<file path="config.mk">
export PLATFORM = sky130hd
export DESIGN_NAME = muldiv_unit
export DESIGN_NICKNAME = d
export VERILOG_FILES = /design/src/rtl/muldiv_unit.sv
export SDC_FILE = /design/constraint.sdc
export NUM_CORES = 1
export LEC_CHECK = 0
export BUFFER_PORTS_ARGS = -buffer_cell sky130_fd_sc_hd__buf_2
export CAP_MARGIN = 20
export CORE_MARGIN = 2
export CORE_UTILIZATION = 58
export DETAILED_ROUTE_END_ITERATION = 12
export PLACE_DENSITY = 0.77
export SLEW_MARGIN = 20
export SYNTH_ARGS = -nofsm -noshare
export SYNTH_HDL_FRONTEND = slang
export SYNTH_SLANG_ARGS = --single-unit
</file>
<file path="constraint.sdc">
create_clock -name clk -period 4.8 [get_ports clk]
set_input_delay 0.48 -clock clk [delete_from_list [all_inputs] [get_ports clk]]
set_output_delay 0.48 -clock clk [all_outputs]
set_load 0.03 [all_outputs]
</file>
<file path="src/rtl/muldiv_unit.sv">
// Iterative RV32M multiply/divide unit: one operation in flight, fixed latency of
// DATA_WIDTH iterations plus one DONE cycle, registered result and destination index.
module muldiv_unit #(
    parameter int DATA_WIDTH    = 32,
    parameter int ADDRESS_WIDTH = 5
) (
    input  logic                     clk,
    input  logic                     rst_n,
    input  logic                     start,
    input  logic [2:0]               funct3,
    input  logic [DATA_WIDTH-1:0]    op_a,
    input  logic [DATA_WIDTH-1:0]    op_b,
    input  logic [ADDRESS_WIDTH-1:0] rd_in,
    input  logic                     kill,
    output logic                     busy,
    output logic                     valid_out,
    output logic [DATA_WIDTH-1:0]    result,
    output logic [ADDRESS_WIDTH-1:0] rd_out
);

    localparam int W  = DATA_WIDTH;
    localparam int CW = $clog2(DATA_WIDTH);
    localparam logic [CW-1:0] CNT_LAST = CW'(DATA_WIDTH - 1);

    typedef enum logic [1:0] {
        IDLE = 2'd0,
        CALC = 2'd1,
        DONE = 2'd2
    } state_t;

    function automatic logic [W-1:0] cond_neg(input logic [W-1:0] v, input logic n);
        return n ? (~v + {{(W-1){1'b0}}, 1'b1}) : v;
    endfunction

    function automatic logic [2*W-1:0] cond_neg2(input logic [2*W-1:0] v, input logic n);
        return n ? (~v + {{(2*W-1){1'b0}}, 1'b1}) : v;
    endfunction

    state_t                   state_q, state_d;
    logic [CW-1:0]            cnt_q, cnt_d;
    logic [2:0]               f_q, f_d;
    logic [ADDRESS_WIDTH-1:0] rd_q, rd_d;
    logic [W-1:0]             addend_q, addend_d;
    logic [2*W-1:0]           acc_q, acc_d;
    logic                     neg_q, neg_d;
    logic                     rneg_q, rneg_d;
    logic [W-1:0]             result_q, result_d;
    logic [ADDRESS_WIDTH-1:0] rd_out_q, rd_out_d;
    logic                     valid_q, valid_d;

    logic                     sign_a_s, sign_b_s, a_neg_s, b_neg_s;
    logic [W-1:0]             a_mag_s, b_mag_s;
    logic [W:0]               mul_sum_s, rem_sh_s, diff_s;
    logic [2*W-1:0]           mul_next_s, div_next_s, prod_s;

    // Operand sign decode and magnitude conversion for the capture cycle
    always_comb begin
        sign_a_s = (funct3 == 3'b001) || (funct3 == 3'b010) ||
                   (funct3 == 3'b100) || (funct3 == 3'b110);
        sign_b_s = (funct3 == 3'b001) || (funct3 == 3'b100) || (funct3 == 3'b110);
        a_neg_s  = sign_a_s & op_a[W-1];
        b_neg_s  = sign_b_s & op_b[W-1];
        a_mag_s  = cond_neg(op_a, a_neg_s);
        b_mag_s  = cond_neg(op_b, b_neg_s);
    end

    // One shift-add (multiply) or restoring shift-subtract (divide) step.
    // Multiply keeps {product_hi, multiplier}; divide keeps {remainder, quotient}.
    always_comb begin
        mul_sum_s  = {1'b0, acc_q[2*W-1:W]} + (acc_q[0] ? {1'b0, addend_q} : {(W+1){1'b0}});
        mul_next_s = {mul_sum_s, acc_q[W-1:1]};
        rem_sh_s   = acc_q[2*W-1:W-1];
        diff_s     = rem_sh_s - {1'b0, addend_q};
        if (diff_s[W]) begin
            div_next_s = {rem_sh_s[W-1:0], acc_q[W-2:0], 1'b0};
        end else begin
            div_next_s = {diff_s[W-1:0], acc_q[W-2:0], 1'b1};
        end
        prod_s = cond_neg2(acc_q, neg_q);
    end

    // Next-state and datapath control
    always_comb begin
        state_d  = state_q;
        cnt_d    = cnt_q;
        f_d      = f_q;
        rd_d     = rd_q;
        addend_d = addend_q;
        acc_d    = acc_q;
        neg_d    = neg_q;
        rneg_d   = rneg_q;
        result_d = result_q;
        rd_out_d = rd_out_q;
        valid_d  = 1'b0;
        case (state_q)
            IDLE: begin
                if (start && !kill) begin
                    f_d   = funct3;
                    rd_d  = rd_in;
                    cnt_d = {CW{1'b0}};
                    if (funct3[2]) begin
                        addend_d = b_mag_s;
                        acc_d    = {{W{1'b0}}, a_mag_s};
                        // A zero divisor must yield all ones, so no quotient sign fix
                        neg_d    = (a_neg_s ^ b_neg_s) & (op_b != {W{1'b0}});
                        rneg_d   = a_neg_s;
                    end else begin
                        addend_d = a_mag_s;
                        acc_d    = {{W{1'b0}}, b_mag_s};
                        neg_d    = a_neg_s ^ b_neg_s;
                        rneg_d   = 1'b0;
                    end
                    state_d = CALC;
                end else begin
                    state_d = IDLE;
                end
            end
            CALC: begin
                if (kill) begin
                    state_d = IDLE;
                end else begin
                    acc_d = f_q[2] ? div_next_s : mul_next_s;
                    cnt_d = cnt_q + {{(CW-1){1'b0}}, 1'b1};
                    if (cnt_q == CNT_LAST) begin
                        state_d = DONE;
                    end else begin
                        state_d = CALC;
                    end
                end
            end
            DONE: begin
                if (kill) begin
                    state_d = IDLE;
                end else begin
                    case (f_q)
                        3'b000:                 result_d = acc_q[W-1:0];
                        3'b001, 3'b010, 3'b011: result_d = prod_s[2*W-1:W];
                        3'b100, 3'b101:         result_d = cond_neg(acc_q[W-1:0], neg_q);
                        3'b110, 3'b111:         result_d = cond_neg(acc_q[2*W-1:W], rneg_q);
                        default:                result_d = result_q;
                    endcase
                    rd_out_d = rd_q;
                    valid_d  = 1'b1;
                    state_d  = IDLE;
                end
            end
            default: begin
                state_d = IDLE;
            end
        endcase
    end

    // State and datapath registers
    always_ff @(posedge clk or negedge rst_n) begin
        if (!rst_n) begin
            state_q  <= IDLE;
            cnt_q    <= {CW{1'b0}};
            f_q      <= 3'b000;
            rd_q     <= {ADDRESS_WIDTH{1'b0}};
            addend_q <= {W{1'b0}};
            acc_q    <= {(2*W){1'b0}};
            neg_q    <= 1'b0;
            rneg_q   <= 1'b0;
            result_q <= {W{1'b0}};
            rd_out_q <= {ADDRESS_WIDTH{1'b0}};
            valid_q  <= 1'b0;
        end else begin
            state_q  <= state_d;
            cnt_q    <= cnt_d;
            f_q      <= f_d;
            rd_q     <= rd_d;
            addend_q <= addend_d;
            acc_q    <= acc_d;
            neg_q    <= neg_d;
            rneg_q   <= rneg_d;
            result_q <= result_d;
            rd_out_q <= rd_out_d;
            valid_q  <= valid_d;
        end
    end

    assign busy      = (state_q != IDLE);
    assign valid_out = valid_q;
    assign result    = result_q;
    assign rd_out    = rd_out_q;

endmodule

</file>
== Word level (Yosys, flattened, before mapping) ==
Cells that the tools add are included.
Cells by class
  add/subtract/negate cells: 8
  eq/ne operators: 16
  mux-type cells: 25
  bitwise logic cells: 10
  reductions and logical operators: 18
Operators with widths (number)
  $mux W64: 5
  $mux W32: 7
  $add A32 B1 Y32 const B: 4
  $not A32 Y32: 4
  $pmux W32 S4: 1
  $pmux W64 S2: 1
  $add A64 B1 Y64 const B: 1
  $not A64 Y64: 1
  $add A32 B32 Y33: 1
  $sub A33 B32 Y33: 1
  $reduce_bool A32 Y1: 1
  $eq A3 B3 Y1 const B: 6
  $mux W5: 2
  $pmux W5 S2: 1
  $eq A3 B2 Y1 const B: 3
  $eq A3 B1 Y1 const B: 2
  $add A5 B1 Y5 const B: 1
  $eq A5 B5 Y1 const B: 1
  $logic_or A1 B1 Y1: 5
  $mux W1: 5
  $mux W2: 2
  $ne A2 B2 Y1 const B: 2
  $pmux W2 S2: 1
  $reduce_and A2 Y1: 2
  other kinds (13): 17
Word-level totals
  register bits: 151
  input bits: 76
  output and inout port bits: 39
  word-level logic and storage cells: 88

== Depth between registers and ports, before layout ==
  word-level depth: 9
  mapped depth: 15
  depth with buffers taken out: 13

== Least setup slack after synthesis ==
No wires, ideal clock.
  kind: register -> register
  from: register acc_q[0]
  to: register acc_q[60]
  library setup time: 0.134 ns
  data arrival time: 3.247 ns
  data required time: 4.666 ns
  setup slack: 1.419 ns
  stages on the path, launching flop included: 16
  path buffers: 3
  path through: dfrtp_1 -> clkbuf_1 -> inv_1 -> clkbuf_1 -> nor2_1 -> ha_1 -> clkbuf_1 -> a21oi_1 -> a21boi_0 -> a2111oi_0 -> nand2_1 -> a2111o_1 -> a31o_2 -> o31ai_1 -> xor2_1 -> o211ai_1
On the way
  longest elaborated chain between the ends: 5
Ends and longest elaborated chain
  start: declaration: RTL line 44  | logic [2*W-1:0] acc_q, acc_d;
  start signal: assignment: RTL line 161  | acc_q <= {(2*W){1'b0}};
  $mux W32: RTL line 70  | mul_sum_s = {1'b0, acc_q[2*W-1:W]} + (acc_q[0] ? {1'b0, addend_q} : {(W+1){1'b0}});
  $add A32 B32 Y33: RTL line 70
  $mux W64: RTL line 122  | acc_d = f_q[2] ? div_next_s : mul_next_s;
  $mux W64: RTL line 119  | if (kill) begin
  $pmux W64 S2: RTL line 95  | case (state_q)
Every way passes these cells. The select of a mux whose other input is x is not followed.
A chain may end at the register's enable or synchronous reset.

== Worst setup path after layout ==
  from: register acc_q[31]
  to: register acc_q[44]
On the way
  longest elaborated chain between the ends: 5
Ends and longest elaborated chain
  $sub A33 B32 Y33: RTL line 73  | diff_s = rem_sh_s - {1'b0, addend_q};
  $mux W64: RTL line 74  | if (diff_s[W]) begin
  $mux W64: RTL line 122
  $mux W64: RTL line 119
  $pmux W64 S2: RTL line 95
Every way passes these cells. The select of a mux whose other input is x is not followed.

==> results.sh <==
export IMPL_top_layer_used="met4"
export IMPL_finalClockSkew_ns=0.01733
export IMPL_grt_pass1_wl_um=81300
export IMPL_die_area_um2=27080
export IMPL_synth_warnings=0
export IMPL_gp_congestion=1.059
export IMPL_post_route_drc_count=0
export IMPL_crit_required_ns=5.13
export IMPL_ys_types=81
export IMPL_synthArstFlopShare_pct=100.0
export IMPL_synthesis_nets=2112
export IMPL_synth_area_leaders="dfrtp_1 (25%), o21ai_0 (5.9%), xnor2_1 (5.9%), ha_1 (5.9%), nand2_1 (5.5%)"
export IMPL_status="complete, no violations"
export IMPL_crit_slowest_cell="nor3_4"
export IMPL_synth_top_area_cell="dfrtp_1"
export IMPL_clk_path_buf_depth=2
export IMPL_cap_violations=0
export IMPL_path_cells="inv_1, ha_1, fa_1, nor2b_1, o2111ai_1, a31o_2, o41a_1, o21a_1, nor3_4, buf_4, mux2i_1, a21oi_1, a21o_1"
export IMPL_ys_flop_type="dfrtp_1"
export IMPL_instances_no_fill=2338
export IMPL_met1_length_um=21500
export IMPL_maxSlewHeadroom_pct=22.22
export IMPL_r2r_setup_slack_ns=0.62
export IMPL_seq_area_frac_synth_pct=25.27
export IMPL_postSynthAreaPerCell_um2=7.612
export IMPL_overflow=0
export IMPL_cts_hold_buf=0
export IMPL_slowest_delay_ns=0.52
export IMPL_clkTransAtPathRegs_ns=0.08
export IMPL_die_h_um=164.6
export IMPL_final_area_um2=16280
export IMPL_dp_final_hpwl_um=40440
export IMPL_wl_met3_um=6220
export IMPL_wl_um=53020
export IMPL_route_met2_wl_um=22100
export IMPL_insertion_delay_ns=0.44
export IMPL_numCtsBuffers=17
export IMPL_setup_worst_path_start="acc_q[31]"
export IMPL_cp_start_kind="register"
export IMPL_firstDrtPassIters=6
export IMPL_num_fill_cells=2250
export IMPL_fmax_mhz=239.0
export IMPL_tightest_slew_ns=1.156
export IMPL_grt_use_total_pct=39.01
export IMPL_area_growth_syn_to_layout_pct=8.863
export IMPL_period_needed_ns=4.183
export IMPL_end_kind="register"
export IMPL_yosysMostFrequentCell="nand2_1"
export IMPL_die_w_um=164.6
export IMPL_cellPowerDensity_nw_per_um2=506.6
export IMPL_drt_iter0_drc=1895
export IMPL_setup_worst_path_class="register to register"
export IMPL_fin_setup_tns_ns=0
export IMPL_grt_max_degree=85
export IMPL_fp_coreArea_um2=25250
export IMPL_place_inst=2305
export IMPL_yosysTopAreaCellShare_pct=25.27
export IMPL_drive_gt1_share_pct=11.16
export IMPL_start_util_pct=59.20
export IMPL_cts_resized=0
export IMPL_min_path_type="primary input to async pin"
export IMPL_routedWlPerCell_um=22.68
export IMPL_ios=115
export IMPL_rsz0062_at_grt="false"
export IMPL_synth_edf_count=0
export IMPL_grt_pass1_vias=14350
export IMPL_port_buffers=114
export IMPL_p_leak_uw=0.007053
export IMPL_syn_instance_count=1964
export IMPL_postPlaceCellArea_um2=15650
export IMPL_netlist_top_cells_count="nand2_1 (221), nor2_1 (187), o21ai_0 (177)"
export IMPL_finalNetCount=2143
export IMPL_clockRootBuffer="clkbuf_16"
export IMPL_worstReg2RegStart="acc_q[31]"
export IMPL_cts_tree="built"
export IMPL_cts_setup_buffers=0
export IMPL_min_period_over_period_pct=87.15
export IMPL_antenna_cells=0
export IMPL_arrival_ns=4.51
export IMPL_synth_seq_cells=151
export IMPL_ir_worst_vdd_mv=0.3023
export IMPL_cp_max_fo=23
export IMPL_drv_slew=0
export IMPL_setup_violations=0
export IMPL_antenna_found_initial=0
export IMPL_vias_per_cell=6.793
export IMPL_postRouteAntennaNets=0
export IMPL_num_rows=58
export IMPL_hold_violations=0
export IMPL_syn_area_um2=14950
export IMPL_cts_sinks=151
export IMPL_cts_htree_levels=4
export IMPL_num_vias=15880
logic make-up (layout without fill, tap and decap cells):
kind of cell,count (synthesis),count (layout),synth area share (%)
AO/OA/AOI/OAI,641,641,27.30
XOR/XNOR,192,192,11.25
adder cells (fa/ha/maj),72,72,6.126
buffers and inverters,196,240,5.197
flip-flops,151,151,25.27
multiplexers,63,63,4.293
AND/OR/NAND/NOR,649,649,20.56
cells in the final DEF, fill, tap and decap left out, drive strengths merged, types with 12 or more instances in the layout:
cell type / Yosys / routed
clkbuf: 113 / 17
inv: 60 / 66
buf: 23 / 148
a21o: 25 / 25
o221ai: 21 / 21
a221oi: 12 / 12
nand3: 33 / 33
ha: 70 / 70
nand4: 15 / 15
o211ai: 25 / 25
a211oi: 16 / 16
a21oi: 145 / 145
xnor2: 101 / 101
and3: 17 / 17
o22ai: 20 / 20
or4: 25 / 25
nand2b: 18 / 18
mux2i: 54 / 54
a31oi: 17 / 17
o31ai: 30 / 30
o21a: 16 / 16
nor3: 46 / 46
nand2: 221 / 221
nor4: 13 / 13
xor2: 91 / 91
dfrtp: 151 / 151
a22oi: 25 / 25
nor2b: 15 / 15
or3: 29 / 29
nor2: 187 / 187
o21ai: 208 / 208
worst paths after layout:
| check | cells past startpoint | to |
|---|---|---|
| setup / recovery | 13 | acc_q[44] |
| hold / removal | 1 | result[28] |
| setup reg to reg | 13 | acc_q[44] |
| hold reg to reg | 2 | rd_out[3] |
| max in group asynchronous | 2 | neg_q |
| min in group clk | 3 | rd_q[3] |
routing by layer:
metal  vias to the layer above  track usage, %
met5                         -               0
met4                         0           21.58
met3                       169           8.086
met2                       964           55.93
met1                      7550           54.65
li1                       7200               -
power breakdown:
part           internal [uW]  leakage [uW]  switching [uW]
Sequential              1520       0.00194             621
Combinational           1800       0.00482            2900
Clock                    708      0.000296             689
state kept, by name, indices dropped and copies added (netlist names):
name / flops
f_q: 3
cnt_q: 5
valid_out: 1
rd_out: 5
rd_q: 5
addend_q: 32
state_q: 2
neg_q: 1
acc_q: 64
result: 32
rneg_q: 1
through the flow:
step,total power (uW),hold WS [ns],worst slack [ns],util [%]
3_5_place_dp,6624,0.4600,0.7667,61.98
6_report,8245,0.04086,0.6167,64.45
3_3_place_gp,6551,0.4482,0.8512,61.98
5_1_grt,8697,0.1084,0.3892,64.45
2_1_floorplan,5286,0.1844,1.419,-
4_1_cts,8027,0.09137,0.7203,64.40
area by class of cell:
cell class	count	area, um2	share of cell area, %
multi-input cells	1617	10410	63.95
flip-flops and latches	151	3781	23.23
repair buffers	148	835.8	5.135
clock buffers	17	425.4	2.614
well taps	330	412.9	2.537
inverters	60	225.2	1.384
clock inverters	15	186.4	1.145
critical path, delay by kind of cell, from the launching register on:
kind	cells	cell delay, ns
multiplexers	1	0.23
AO/OA/AOI/OAI	6	1.47
AND/OR/NAND/NOR	2	0.73
flip-flops	1	0.43
adder cells (fa/ha/maj)	2	0.66
buffers and inverters	2	0.52
No activity file was read; power rests on OpenSTA's default activity.
